<file path="config.mk">
export PLATFORM = sky130hd
export DESIGN_NAME = riscv_mc_controller
export DESIGN_NICKNAME = d
export VERILOG_FILES = /design/src/rtl/riscv_mc_pkg.sv /design/src/rtl/riscv_alu_decoder.sv /design/src/rtl/riscv_mc_controller.sv
export SDC_FILE = /design/constraint.sdc
export NUM_CORES = 1
export LEC_CHECK = 0
export ABC_AREA = 1
export BUFFER_PORTS_ARGS = -buffer_cell sky130_fd_sc_hd__buf_2
export CORE_MARGIN = 2
export CORE_UTILIZATION = 28
export DETAILED_ROUTE_END_ITERATION = 8
export PLACE_DENSITY_LB_ADDON = 0.1
export SLEW_MARGIN = 25
export SYNTH_ARGS = -nofsm -noshare
export SYNTH_HDL_FRONTEND = slang
export SYNTH_HIERARCHICAL = 1
export SYNTH_SLANG_ARGS = --single-unit
</file>
<file path="constraint.sdc">
create_clock -name clk -period 6.86 [get_ports clk]
set_clock_uncertainty 0.2 [all_clocks]
set_input_delay 0.343 -clock clk [delete_from_list [all_inputs] [get_ports clk]]
set_output_delay 0.343 -clock clk [all_outputs]
set_load 0.03 [all_outputs]
</file>
<file path="src/rtl/riscv_mc_pkg.sv">
// Shared types and encodings for the multi-cycle RV64I controller
// and the datapath that it steers.
package riscv_mc_pkg;

    typedef enum logic [3:0] {
        S_FETCH,
        S_DECODE,
        S_EXEC_R,
        S_EXEC_I,
        S_ALU_WB,
        S_MEM_ADDR,
        S_MEM_RD,
        S_MEM_WB,
        S_MEM_WR,
        S_BRANCH,
        S_JAL,
        S_TRAP
    } state_t;

    typedef enum logic [1:0] {
        CLS_ADD,
        CLS_R,
        CLS_I,
        CLS_BR
    } alu_cls_t;

    localparam logic [6:0] OP_R      = 7'b0110011;
    localparam logic [6:0] OP_IMM    = 7'b0010011;
    localparam logic [6:0] OP_LOAD   = 7'b0000011;
    localparam logic [6:0] OP_STORE  = 7'b0100011;
    localparam logic [6:0] OP_BRANCH = 7'b1100011;
    localparam logic [6:0] OP_JAL    = 7'b1101111;

    localparam logic [3:0] ALU_ADD  = 4'b0000;
    localparam logic [3:0] ALU_SUB  = 4'b0001;
    localparam logic [3:0] ALU_AND  = 4'b0010;
    localparam logic [3:0] ALU_OR   = 4'b0011;
    localparam logic [3:0] ALU_XOR  = 4'b0100;
    localparam logic [3:0] ALU_SLL  = 4'b0101;
    localparam logic [3:0] ALU_SRL  = 4'b0110;
    localparam logic [3:0] ALU_SRA  = 4'b0111;
    localparam logic [3:0] ALU_SLT  = 4'b1000;
    localparam logic [3:0] ALU_SLTU = 4'b1001;

    localparam logic [1:0] M2R_ALUOUT = 2'b00;
    localparam logic [1:0] M2R_MDR    = 2'b01;
    localparam logic [1:0] M2R_PC     = 2'b10;

    localparam logic [1:0] SRCA_PC    = 2'b00;
    localparam logic [1:0] SRCA_OLDPC = 2'b01;
    localparam logic [1:0] SRCA_A     = 2'b10;

    localparam logic [1:0] SRCB_B    = 2'b00;
    localparam logic [1:0] SRCB_FOUR = 2'b01;
    localparam logic [1:0] SRCB_IMM  = 2'b10;

    localparam logic [1:0] PCSRC_ALU    = 2'b00;
    localparam logic [1:0] PCSRC_ALUOUT = 2'b01;

    localparam logic [1:0] CAUSE_NONE    = 2'b00;
    localparam logic [1:0] CAUSE_ILLEGAL = 2'b01;
    localparam logic [1:0] CAUSE_BUS     = 2'b10;

    // Shared by register and immediate forms; alt picks SUB/SRA.
    function automatic logic [3:0] base_op(
        input logic [2:0] f3,
        input logic       alt
    );
        logic [3:0] op;
        unique case (f3)
            3'b000:  op = alt ? ALU_SUB : ALU_ADD;
            3'b001:  op = ALU_SLL;
            3'b010:  op = ALU_SLT;
            3'b011:  op = ALU_SLTU;
            3'b100:  op = ALU_XOR;
            3'b101:  op = alt ? ALU_SRA : ALU_SRL;
            3'b110:  op = ALU_OR;
            default: op = ALU_AND;
        endcase
        return op;
    endfunction

endpackage

</file>
<file path="src/rtl/riscv_alu_decoder.sv">
// Maps instruction class and {inst[30], funct3} to an ALU operation
// together with a legality flag for the register form.
module riscv_alu_decoder
    import riscv_mc_pkg::*;
(
    input  alu_cls_t   cls,
    input  logic [3:0] funct,
    output logic [3:0] alu_ctrl,
    output logic       legal
);

    logic [2:0] f3;
    logic       alt;

    assign f3  = funct[2:0];
    assign alt = funct[3];

    always_comb begin
        alu_ctrl = ALU_ADD;
        legal    = 1'b1;
        unique case (cls)
            CLS_R: begin
                if (alt && !(f3 == 3'b000 || f3 == 3'b101))
                    legal = 1'b0;
                else
                    alu_ctrl = base_op(f3, alt);
            end
            CLS_I: begin
                // inst[30] is immediate data except on the shift-right form
                alu_ctrl = base_op(f3, alt && (f3 == 3'b101));
            end
            CLS_BR: begin
                unique case (f3[2:1])
                    2'b00:   alu_ctrl = ALU_SUB;
                    2'b10:   alu_ctrl = ALU_SLT;
                    2'b11:   alu_ctrl = ALU_SLTU;
                    default: legal    = 1'b0;
                endcase
            end
            default: alu_ctrl = ALU_ADD;
        endcase
    end

endmodule

</file>
<file path="src/rtl/riscv_mc_controller.sv">
// Multi-cycle RV64I control unit: state machine, memory wait
// handshake with timeout, branch resolution and sticky traps.
module riscv_mc_controller
    import riscv_mc_pkg::*;
#(
    parameter int unsigned MAX_WAIT        = 16,
    parameter int unsigned TRAP_ON_ILLEGAL = 1,
    parameter int unsigned WAIT_W          = 8
) (
    input  logic       clk,
    input  logic       rst,
    input  logic [6:0] opcode,
    input  logic [3:0] funct,
    input  logic       zero,
    input  logic       mem_ready,
    output logic       pc_en,
    output logic       i_or_d,
    output logic       mem_read,
    output logic       mem_write,
    output logic       ir_write,
    output logic [1:0] mem_to_reg,
    output logic       reg_write,
    output logic [1:0] alu_src_a,
    output logic [1:0] alu_src_b,
    output logic [1:0] pc_src,
    output logic [3:0] alu_ctrl,
    output logic       instr_retired,
    output logic       trap,
    output logic [1:0] trap_cause
);

    localparam bit TMO_EN   = (MAX_WAIT != 0);
    localparam bit TRAP_ILL = (TRAP_ON_ILLEGAL != 0);
    localparam int unsigned LAST_I = TMO_EN ? MAX_WAIT - 1 : 0;
    localparam logic [WAIT_W-1:0] WAIT_LAST = WAIT_W'(LAST_I);

    state_t            state;
    state_t            state_nxt;
    state_t            dec_next;
    logic              dec_legal;
    logic [WAIT_W-1:0] wait_cnt;
    logic [1:0]        cause_q;
    logic [1:0]        cause_nxt;
    logic              wait_st;
    logic              timeout;
    logic              take;
    alu_cls_t          alu_cls;
    logic [3:0]        alu_dec;
    logic              alu_legal;

    assign wait_st = (state == S_FETCH) || (state == S_MEM_RD) ||
                     (state == S_MEM_WR);

    // The access would exhaust its budget this cycle unless ready shows up
    assign timeout = TMO_EN && wait_st && !mem_ready &&
                     (wait_cnt == WAIT_LAST);

    assign take = zero ^ (funct[2] ^ funct[0]);

    always_comb begin
        alu_cls = CLS_ADD;
        unique case (state)
            S_EXEC_R: alu_cls = CLS_R;
            S_EXEC_I: alu_cls = CLS_I;
            S_BRANCH: alu_cls = CLS_BR;
            default:  alu_cls = CLS_ADD;
        endcase
    end

    riscv_alu_decoder u_alu_dec (
        .cls      (alu_cls),
        .funct    (funct),
        .alu_ctrl (alu_dec),
        .legal    (alu_legal)
    );

    always_comb begin
        dec_legal = 1'b1;
        dec_next  = S_FETCH;
        unique case (1'b1)
            opcode == OP_R:   dec_next = S_EXEC_R;
            opcode == OP_IMM: dec_next = S_EXEC_I;
            (opcode == OP_LOAD || opcode == OP_STORE) &&
            funct[2:0] == 3'b011:
                dec_next = S_MEM_ADDR;
            opcode == OP_BRANCH && funct[2:1] != 2'b01:
                dec_next = S_BRANCH;
            opcode == OP_JAL: dec_next = S_JAL;
            default:          dec_legal = 1'b0;
        endcase
    end

    always_ff @(posedge clk) begin
        if (rst)
            state <= S_FETCH;
        else
            state <= state_nxt;
    end

    always_comb begin
        state_nxt = state;
        cause_nxt = CAUSE_NONE;
        unique case (state)
            S_FETCH: begin
                if (mem_ready) begin
                    state_nxt = S_DECODE;
                end else if (timeout) begin
                    state_nxt = S_TRAP;
                    cause_nxt = CAUSE_BUS;
                end
            end
            S_DECODE: begin
                if (dec_legal) begin
                    state_nxt = dec_next;
                end else if (TRAP_ILL) begin
                    state_nxt = S_TRAP;
                    cause_nxt = CAUSE_ILLEGAL;
                end else begin
                    state_nxt = S_FETCH;
                end
            end
            S_EXEC_R: begin
                if (alu_legal) begin
                    state_nxt = S_ALU_WB;
                end else if (TRAP_ILL) begin
                    state_nxt = S_TRAP;
                    cause_nxt = CAUSE_ILLEGAL;
                end else begin
                    state_nxt = S_FETCH;
                end
            end
            S_EXEC_I: state_nxt = S_ALU_WB;
            S_ALU_WB: state_nxt = S_FETCH;
            S_MEM_ADDR: begin
                state_nxt = (opcode == OP_STORE) ? S_MEM_WR : S_MEM_RD;
            end
            S_MEM_RD: begin
                if (mem_ready) begin
                    state_nxt = S_MEM_WB;
                end else if (timeout) begin
                    state_nxt = S_TRAP;
                    cause_nxt = CAUSE_BUS;
                end
            end
            S_MEM_WB: state_nxt = S_FETCH;
            S_MEM_WR: begin
                if (mem_ready) begin
                    state_nxt = S_FETCH;
                end else if (timeout) begin
                    state_nxt = S_TRAP;
                    cause_nxt = CAUSE_BUS;
                end
            end
            S_BRANCH: state_nxt = S_FETCH;
            S_JAL:    state_nxt = S_FETCH;
            S_TRAP:   state_nxt = S_TRAP;
            default:  state_nxt = S_FETCH;
        endcase
    end

    // Counter restarts on every state change, so entry to a wait state sees 0
    always_ff @(posedge clk) begin
        if (rst) begin
            wait_cnt <= '0;
            cause_q  <= CAUSE_NONE;
        end else begin
            if (state_nxt != state)
                wait_cnt <= '0;
            else if (wait_st && !mem_ready && wait_cnt != '1)
                wait_cnt <= wait_cnt + 1'b1;
            if (state_nxt == S_TRAP && state != S_TRAP)
                cause_q <= cause_nxt;
        end
    end

    always_comb begin
        pc_en         = 1'b0;
        i_or_d        = 1'b0;
        mem_read      = 1'b0;
        mem_write     = 1'b0;
        ir_write      = 1'b0;
        mem_to_reg    = M2R_ALUOUT;
        reg_write     = 1'b0;
        alu_src_a     = SRCA_PC;
        alu_src_b     = SRCB_B;
        pc_src        = PCSRC_ALU;
        alu_ctrl      = ALU_ADD;
        instr_retired = 1'b0;
        if (!rst) begin
            unique case (state)
                S_FETCH: begin
                    mem_read  = 1'b1;
                    alu_src_b = SRCB_FOUR;
                    ir_write  = mem_ready;
                    pc_en     = mem_ready;
                end
                S_DECODE: begin
                    alu_src_a     = SRCA_OLDPC;
                    alu_src_b     = SRCB_IMM;
                    instr_retired = !dec_legal && !TRAP_ILL;
                end
                S_EXEC_R: begin
                    alu_src_a     = SRCA_A;
                    alu_src_b     = SRCB_B;
                    alu_ctrl      = alu_dec;
                    instr_retired = !alu_legal && !TRAP_ILL;
                end
                S_EXEC_I: begin
                    alu_src_a = SRCA_A;
                    alu_src_b = SRCB_IMM;
                    alu_ctrl  = alu_dec;
                end
                S_ALU_WB: begin
                    reg_write     = 1'b1;
                    mem_to_reg    = M2R_ALUOUT;
                    instr_retired = 1'b1;
                end
                S_MEM_ADDR: begin
                    alu_src_a = SRCA_A;
                    alu_src_b = SRCB_IMM;
                end
                S_MEM_RD: begin
                    i_or_d   = 1'b1;
                    mem_read = 1'b1;
                end
                S_MEM_WB: begin
                    reg_write     = 1'b1;
                    mem_to_reg    = M2R_MDR;
                    instr_retired = 1'b1;
                end
                S_MEM_WR: begin
                    i_or_d        = 1'b1;
                    mem_write     = 1'b1;
                    instr_retired = mem_ready;
                end
                S_BRANCH: begin
                    alu_src_a     = SRCA_A;
                    alu_src_b     = SRCB_B;
                    alu_ctrl      = alu_dec;
                    pc_en         = take;
                    pc_src        = PCSRC_ALUOUT;
                    instr_retired = 1'b1;
                end
                S_JAL: begin
                    pc_en         = 1'b1;
                    pc_src        = PCSRC_ALUOUT;
                    reg_write     = 1'b1;
                    mem_to_reg    = M2R_PC;
                    instr_retired = 1'b1;
                end
                default: begin
                    pc_en = 1'b0;
                end
            endcase
        end
    end

    assign trap       = !rst && (state == S_TRAP);
    assign trap_cause = rst ? CAUSE_NONE : cause_q;

endmodule

</file>
==> reports/qor.csv, run 1 <==
metric;value;unit
grt_max_degree;20;
use_met2;21.60;%
tritoncts.num_buffers;3;
clk_latency;0.24;ns
grt_pass1_vias;1522;
use_met3;2.262;%
dp.cells;378;
r2r_slack;4.09;ns
rows;27;
rr_worst_depth;22;
multi_input_area;1110;um2
portBuffers;35;
ys.warnings.count;6;
synth_top_area_cell;dfxtp_1;
hp-start;cause_q[1];
synth.area.top_cells;dfxtp_1 18%, nand2_1 13%, nor2_1 9.9%, inv_1 8.7%, nand3_1 7.2%;
gp_congestion;0.8440;
worst-setup-path-type;reg2reg;
p_leak;1.013;nW
netlist.area_leader.share;17.54;%
ys_types;33;
cp_slowest_stage_delay;0.47;ns
vias;1697;
die_w;79.54;um
outcome;finished clean;
netSwitchingFraction;56.12;%
cts_buffer_depth;2;
crit_slowest_cell;dfxtp_1;
ant_nets;0;
synth_compound_area_share;10.02;%
cpMostUsedCell;nand2_1;
synthFlopType;dfxtp_1;
top_usage_layer;met2;
whs;0.2663;ns
synth_nets;294;
grtUsageMet1;18.55;%
dieArea;6327;um2
root_buffer;clkbuf_8;
p_comb_share;68.7;%
overflow;0;
tightest_slew;0.5016;ns
htree_levels;1;
fin_crit_sh;40.44;%
setup_viol;0;
tns;0;ns
min_period;2.774;ns
critPathLaunchType;register;
syn_area;1598;um2
cp_data_required_time;6.84;ns
async_reset_ff_share;0;%
rsz0062_at_grt;false;
core-area;5507;um2
nets;330;
synth_top_family_by_area;simple AND/OR/NAND/NOR gates;
start_util;29.02;%
drt_iter0_drc;88;
cp_top_family;simple AND/OR/NAND/NOR gates;
synth-adder-area-share;3.132;%
synth.area.mux_share;0.6265;%
dr.pass1.iters;4;
cts.clk_slew.worst_paths;0.06;ns
holdPathStages;2;
yosys.area_share.simple;52.15;%
final_hold_viol_count;0;
ir_drop;97.55;uV
hold_class;reg2reg;
p_sw;0.0003610;W
synth_edf_count;0;
p_int;0.0002823;W
postCtsSetupRepairBufs;0;
p_clk_share;12.7;%
synth_xor_area_share;3.289;%
tritoncts;done;
synthCells;275;
stdcell_count;382;
fmax;360.5;MHz
grt_use_total;13.40;%
seqCellArea;280.3;um2
ioPinCount;37;
finalWirelength;4.010;mm
drv_cap;0;
worstHoldEndpoint;cause_q[1];
hpwl;3.231;mm
grt_pass1_wl;6.844;mm
die_h;79.54;um
reg2reg_to;wait_cnt[5];
report.final.slew_viol_count;0;
antenna_cells;0;
vias_per_cell;4.442;
r2r_start;state[0];
remaining_drc_errors;0;
syn_area_per_cell;5.810;um2
ys_ff_latch;14;
arrival;2.76;ns
crit_buf_inv;5;
synth_seq_area_share;17.54;%
power_density;340.1;nW/um2
numClockSinks;14;
crit_path_end_kind;register;
nFillCells;610;
ctsHoldBuffers;0;
drive_gt1_share;28.39;%
slew_headroom;66.21;%
routedWlPerCell;10.50;um
cp_max_fo;8;
power_frac_seq;18.6;%
cp_cell_sequence;inv_2, nor2_4, inv_2, nor2_1, inv_1, nand2_1, nand2_1, nor2_1, nor2_1, nand2_1, inv_1, nand2_4, nand2_4, clkinv_2, nand2_1, nor3_2, nand2_1, nand2_1, nand2_2, nor2_4, nand2_4, nor2_2;
cts_resized;0;
antenna_found_initial;0;
area_growth;18.40;%
worst reg2reg max path: cells and delay by family, from the launching register on:
family        cells  cell delay, ns
flops             1            0.47
buf+inv           5            0.35
simple gates     17            1.66
cells by family (layout without fill, tap and decap cells):
logic type                 Yosys count  after routing
other                                1              1
DFF                                 14             14
buffers and inverters               52             87
adders and majority gates            4              4
and+or+nand+nor                    169            169
muxes                                1              1
AOI/OAI and AO/OA                   28             28
xor gates and xnor gates             6              6
cells in the mapped netlist (3+ instances only):
cell type,n
nand3_2,3
o21ai_1,3
inv_1,37
nor2_4,5
nor2_1,42
nand4_1,5
ha_1,4
o21ai_0,8
nor2_2,17
nand3_1,23
nand2_4,3
dfxtp_1,14
nand2_2,9
inv_2,8
nand2_1,57
a21oi_1,12
xor2_1,5
layer usage:
layer / vias to the layer above / share of wire (%)
met3: 4 / 3.7
li1: 931 / -
met4: 0 / 1.0
met1: 729 / 53
met5: - / 0
met2: 33 / 42
flip-flops by register name, summed over array words and instances (netlist names):
register  cells
wait_cnt      8
state         4
cause_q       2
how the worst max path moves through the flow:
stage	to	from	depth (start not counted)
global route	wait_cnt[2]	state[0]	22
CTS	wait_cnt[5]	state[0]	22
global placement	wait_cnt[1]	state[1]	20
floorplan	wait_cnt[0]	state[0]	22
detailed placement	wait_cnt[5]	state[0]	22
finish	wait_cnt[5]	state[0]	22
cell usage in the layout, fill, tap and decap left out, drive strengths merged:
cell    netlist  final
nand2        69     69
nor2         64     64
inv          45     45
buf           2     35
nand3        26     26
dfxtp        14     14
a21oi        12     12
o21ai        11     11
nand4         5      5
xor2          5      5
ha            4      4
clkbuf        2      4
clkinv        3      3
nor3          3      3
a31oi         2      2
nor4          1      1
a21o          1      1
xnor2         1      1
or2           1      1
o21bai        1      1
o22ai         1      1
mux2i         1      1
conb          1      1
power groups by stage:
stage | Clock [W] | Sequential, W | Combinational (W)
2_1_floorplan | 0 | 0.000111 | 0.000364
3_3_place_gp | 0 | 0.000122 | 0.000448
3_5_place_dp | 0 | 0.000121 | 0.000442
4_1_cts | 0.0000839 | 0.000120 | 0.000444
5_1_grt | 0.0000899 | 0.000123 | 0.000491
6_report | 0.0000815 | 0.000120 | 0.000442
stage by stage:
step	total power [W]	setup WS, ns	instance area, um2	utilization (%)
final	0.0006433	4.086	1892	34.36
after global routing	0.0007044	3.755	1892	34.36
after CTS	0.0006477	4.086	1892	34.36
after detailed placement	0.0005636	4.109	1837	33.36
after global placement	0.0005701	4.096	1837	33.36
after floorplan	0.0004751	4.454	1598	-
final cells by class:
class	count	share of cell area, %
multi-input combinational	209	58.66
sequential	14	14.81
inverter	48	9.590
timing repair buffer	35	9.259
tap	72	4.762
clock buffer	4	2.910
(Power assumes the default switching activity.)
==> run 2, diff against run 1 <==
clock period = 2.45 ns   (was 6.86 ns; I/O delays follow)
==> reports/qor.csv, run 2 (same netlist as run 1, synthesis figures left out) <==
metric;value;unit
die_h;79.54;um
ctsHoldBuffers;0;
start_util;29.02;%
grt_use_total;13.96;%
gp_congestion;0.8368;
fmax;420.4;MHz
ant_nets;0;
seqCellArea;287.8;um2
antenna_cells;0;
r2r_slack;0.07;ns
routedWlPerCell;10.66;um
p_leak;1.130;nW
reg2reg_to;wait_cnt[5];
crit_slowest_cell;dfxtp_2;
grt_pass1_vias;1572;
numClockSinks;14;
fin_crit_sh;97.09;%
grt_max_degree;20;
endpoint;wait_cnt[5];
die_w;79.54;um
dr.pass1.iters;4;
final_hold_viol_count;0;
final_cell_mix;53 x nand2_1, 40 x nor2_1, 35 x buf_2;
clk_latency;0.24;ns
overflow;0;
cp_data_required_time;2.38;ns
largest_register_ffs;8;
portBuffers;35;
finalWirelength;4.318;mm
rows;27;
root_buffer;clkbuf_8;
reg_top3;wait_cnt: 8 flops, state: 4 flops, cause_q: 2 flops;
min_period;2.379;ns
area_growth;33.83;%
antenna_found_initial;0;
stdcell_count;405;
nets;353;
cts.clk_slew.worst_paths;0.06;ns
critPathLaunchType;register;
preCtsSetupSlack;-0.09786;ns
tritoncts;done;
vias_per_cell;4.368;
remaining_drc_errors;0;
cp_max_fo;8;
arrival;2.31;ns
cp_slowest_stage_delay;0.36;ns
tightest_slew;0.4887;ns
dp.cells;396;
dieArea;6327;um2
setup_slack;0.07131;ns
tritoncts.num_buffers;3;
power_density;987.8;nW/um2
hpwl;3.466;mm
top_register;wait_cnt;
report.final.slew_viol_count;0;
ioPinCount;37;
htree_levels;1;
vias;1769;
cts_buffer_depth;2;
drive_gt1_share;37.84;%
drt_iter0_drc;72;
critPathLaunch;state[2];
crit_path_end_kind;register;
slew_headroom;67.08;%
rsz0062_at_grt;true;
nFillCells;622;
core-area;5507;um2
ir_drop;326.8;uV
rr_worst_depth;21;
hold_class;in2reg;
cp_cell_sequence;inv_2, nand2_2, inv_2, nand2_1, nand2_2, buf_4, nor2_4, nand2_2, nand2_1, inv_2, nand2_4, nand2_4, inv_4, nand2_4, nor3_4, buf_4, nand3_2, nand2_1, nor2_2, nand2_4, nor2_4;
drv_cap;0;
grt_pass1_wl;7.120;mm
cpMostUsedCell;nand2_4;
multi_input_area;1170;um2
outcome;finished clean;
r2r_start;state[2];
final_common_cell;nand2_1;
worst-setup-path-type;reg2reg;
setup_viol;0;
==> run 2: cell count changes in the layout (fill, tap and decap cells not counted), moves of 4 or more <==
cell / change
dfxtp_1: -4
nand2_1: -4
buf_4: +23
nor2_4: +5
==> run 2: layer usage <==
metal	GRT usage, %	up-vias	part of all wire, %
met1	19.58	771	51
li1	-	966	-
met4	3.103	0	0.72
met5	0	-	0
met2	22.52	28	45
met3	2.036	4	3.4
==> run 2: worst max-delay path, delay by kind of cell (launching register included) <==
family / cells / cell delay (ns)
and+or+nand+nor: 15 / 1.20
buffers and inverters: 6 / 0.49
DFF: 1 / 0.36
==> run 2: through the flow <==
step	hold slack, ns	util, %	total power (W)	setup TNS [ns]	area (um2)
after global placement	0.2501	35.81	0.001759	-0.6471	1972
after detailed placement	0.2510	35.81	0.001753	-0.6833	1972
final	0.09302	38.83	0.002112	0	2138
after floorplan	0.2301	-	0.001330	0	1598
after CTS	0.1010	37.38	0.002030	0	2058
after global routing	0.1440	38.83	0.002295	-0.7990	2138
==> run 2: report_power, final <==
| group | switching [W] | internal (W) |
|---|---|---|
| clock network | 0.0000840 | 0.000142 |
| logic | 0.000978 | 0.000582 |
| registers | 0.0000436 | 0.000283 |
| total | 0.00111 | 0.00101 |
==> run 2: final cells by class <==
type	count	area share [%]
inverters	48	8.777
repair buffers	58	16.27
multi-input cells	209	54.71
clock buffers	4	2.575
well taps	72	4.213
flip-flops and latches	14	13.46
==> run 2: worst min-delay path by stage <==
stage | from | to | cells past startpoint | slack (ns)
final | rst | state[3] | 2 | 0.09
after global routing | rst | state[3] | 2 | 0.14
after CTS | rst | state[3] | 2 | 0.10
after detailed placement | cause_q[1] | cause_q[1] | 2 | 0.25
after global placement | cause_q[1] | cause_q[1] | 2 | 0.25
after floorplan | mem_ready | state[1] | 6 | 0.23
==> run 2: timing repair <==
item,CTS,global route
buffers inserted,2,3
setup endpoints to repair,8,10
resized for setup,8,18
pin swaps,3,11
endpoints found under the hold margin,0,0
==> run 3, diff against run 2 <==
ABC_AREA = default   (was 1)
CORE_MARGIN = 8   (was 2)
==> reports/qor.csv, run 3 <==
metric;value;unit
outcome;complete, but fails checks;
violations;negative setup slack;
antenna_found_initial;0;
nFillCells;624;
root_buffer;clkbuf_8;
whs;0.08174;ns
portBuffers;35;
rr_worst_depth;11;
hpwl;4.308;mm
tns;-1.933;ns
ctsHoldBuffers;0;
die_w;93.50;um
cp_cell_sequence;xnor2_4, nor3_4, nand2b_4, a21oi_4, o21ai_4, or3b_4, a311oi_4, a41oi_2, and2_4, nor3_4, mux2_1;
remaining_drc_errors;0;
cp_max_fo;5;
setup_slack;-0.2549;ns
ir_drop;241.3;uV
overflow;0;
final_hold_viol_count;0;
dieArea;8741;um2
yosys-top-cells-count;24 x nor2_1, 15 x nand2_1, 14 x dfxtp_1, 12 x a21oi_1, 11 x o21ai_0;
htree_levels;1;
preCtsSetupSlack;-0.3094;ns
cpMostUsedCell;nor3_4;
final_common_cell;buf_4;
rows;28;
cp_slowest_stage_delay;0.39;ns
grt_use_total;12.81;%
synth_seq_area_share;16.67;%
grt_pass1_vias;1914;
critPathLaunchType;register;
ys.warnings.count;6;
ant_nets;0;
drt_iter0_drc;113;
core-area;5851;um2
hold_class;in2reg;
endpoint;cause_q[0];
finalWirelength;5.507;mm
nets;326;
synth_top_area_cell;dfxtp_1;
dr.pass1.iters;4;
power_density;606.8;nW/um2
final_cell_mix;52 x buf_4, 33 x buf_2, 23 x nor2_1;
drv_cap;0;
cp_data_required_time;2.39;ns
tritoncts.num_buffers;3;
top_register;wait_cnt;
cts.clk_slew.worst_paths;0.07;ns
routedWlPerCell;14.45;um
die_h;93.50;um
syn_area;1682;um2
report.final.slew_viol_count;0;
worst-setup-path-type;reg2reg;
synth.most_common_cell;nor2_1;
vias;1966;
antenna_cells;0;
ys_ff_latch;14;
p_leak;1.019;nW
crit_path_end_kind;register;
numClockSinks;14;
gp_congestion;0.8849;
async_reset_ff_share;0;%
synth.area.top_cells;dfxtp_1 17%, nor3_2 5.4%, nor2_1 5.4%, a21oi_1 3.6%, and2_1 3.3%;
total_power;0.001481;W
fin_crit_sh;110.4;%
synthCells;235;
grt_pass1_wl;9.321;mm
synth_nets;254;
fmax;369.7;MHz
rsz0062_at_grt;true;
tritoncts;done;
clk_latency;0.25;ns
area_growth;45.09;%
crit_slowest_cell;or3b_4;
netlist.area_leader.share;16.67;%
min_period;2.705;ns
drive_gt1_share;40.20;%
ys_types;59;
postLayoutCoreUtil;41.70;%
r2r_start;state[1];
largest_register_ffs;8;
grt_max_degree;21;
synth_edf_count;0;
arrival;2.64;ns
start_util;28.74;%
vias_per_cell;5.160;
synthFlopType;dfxtp_1;
cts_buffer_depth;2;
critPathLaunch;state[1];
ioPinCount;37;
r2r_slack;-0.25;ns
setup_viol;12;
reg2reg_to;cause_q[0];
syn_area_per_cell;7.156;um2
reg_top3;wait_cnt: 8 flops, state: 4 flops, cause_q: 2 flops;
-- run 3: timing repair --
| action | CTS | global route |
|---|---|---|
| setup endpoints to repair | 13 | 14 |
| gates resized for setup | 10 | 12 |
| pin swaps | 7 | 1 |
| buffers inserted | 2 | 2 |
-- run 3: routing by layer --
metal,share of wire (%),track usage (%),up-vias
li1,-,-,991
met1,50,16.99,937
met2,47,21.03,36
met3,2.5,2.083,2
met4,0.56,2.819,0
met5,0,0,-
-- run 3: layout make-up --
type                            instances  area (um2)  share of cell area, %
Inverter                                8       30.03                  1.231
Clock buffer                            4       55.05                  2.256
Multi-Input combinational cell        194        1405                  57.59
Timing Repair Buffer                   86       566.8                  23.23
Sequential cell                        14       289.0                  11.85
Tap cell                               75       93.84                  3.846
-- run 3: stage by stage --
stage | instances | instance area [um2]
after floorplan | 235 | 1778
after CTS | 380 | 2364
after global routing | 381 | 2440
final | 381 | 2440
after global placement | 374 | 2253
after detailed placement | 374 | 2253
-- run 3: critical path, delay by kind of cell, from the launching register on --
kind / cells / cell delay [ns]
AOI/OAI and AO/OA: 4 / 0.55
xor gates and xnor gates: 1 / 0.17
and+or+nand+nor: 5 / 0.97
DFF: 1 / 0.37
muxes: 1 / 0.33
-- run 3: cell families after synthesis --
group / count (synthesis) / share of synthesized area [%]
compound gates: 64 / 25.60
mux: 3 / 1.934
buf+inv: 27 / 7.737
simple gates: 111 / 39.14
other cells: 1 / 0.2230
xor+xnor: 11 / 5.729
flops: 14 / 16.67
fa+ha+maj: 4 / 2.976
-- run 3: where the power goes --
group          internal, W  switching [W]
clock network     0.000143      0.0000960
registers         0.000249      0.0000269
logic             0.000439       0.000527
-- run 3: worst min path at each step --
stage,startpoint,end,depth (start not counted)
after global routing,rst,state[3],2
after floorplan,opcode[4],state[2],3
after CTS,rst,state[0],2
after detailed placement,cause_q[1],cause_q[1],2
final,rst,state[3],2
after global placement,cause_q[1],cause_q[1],2
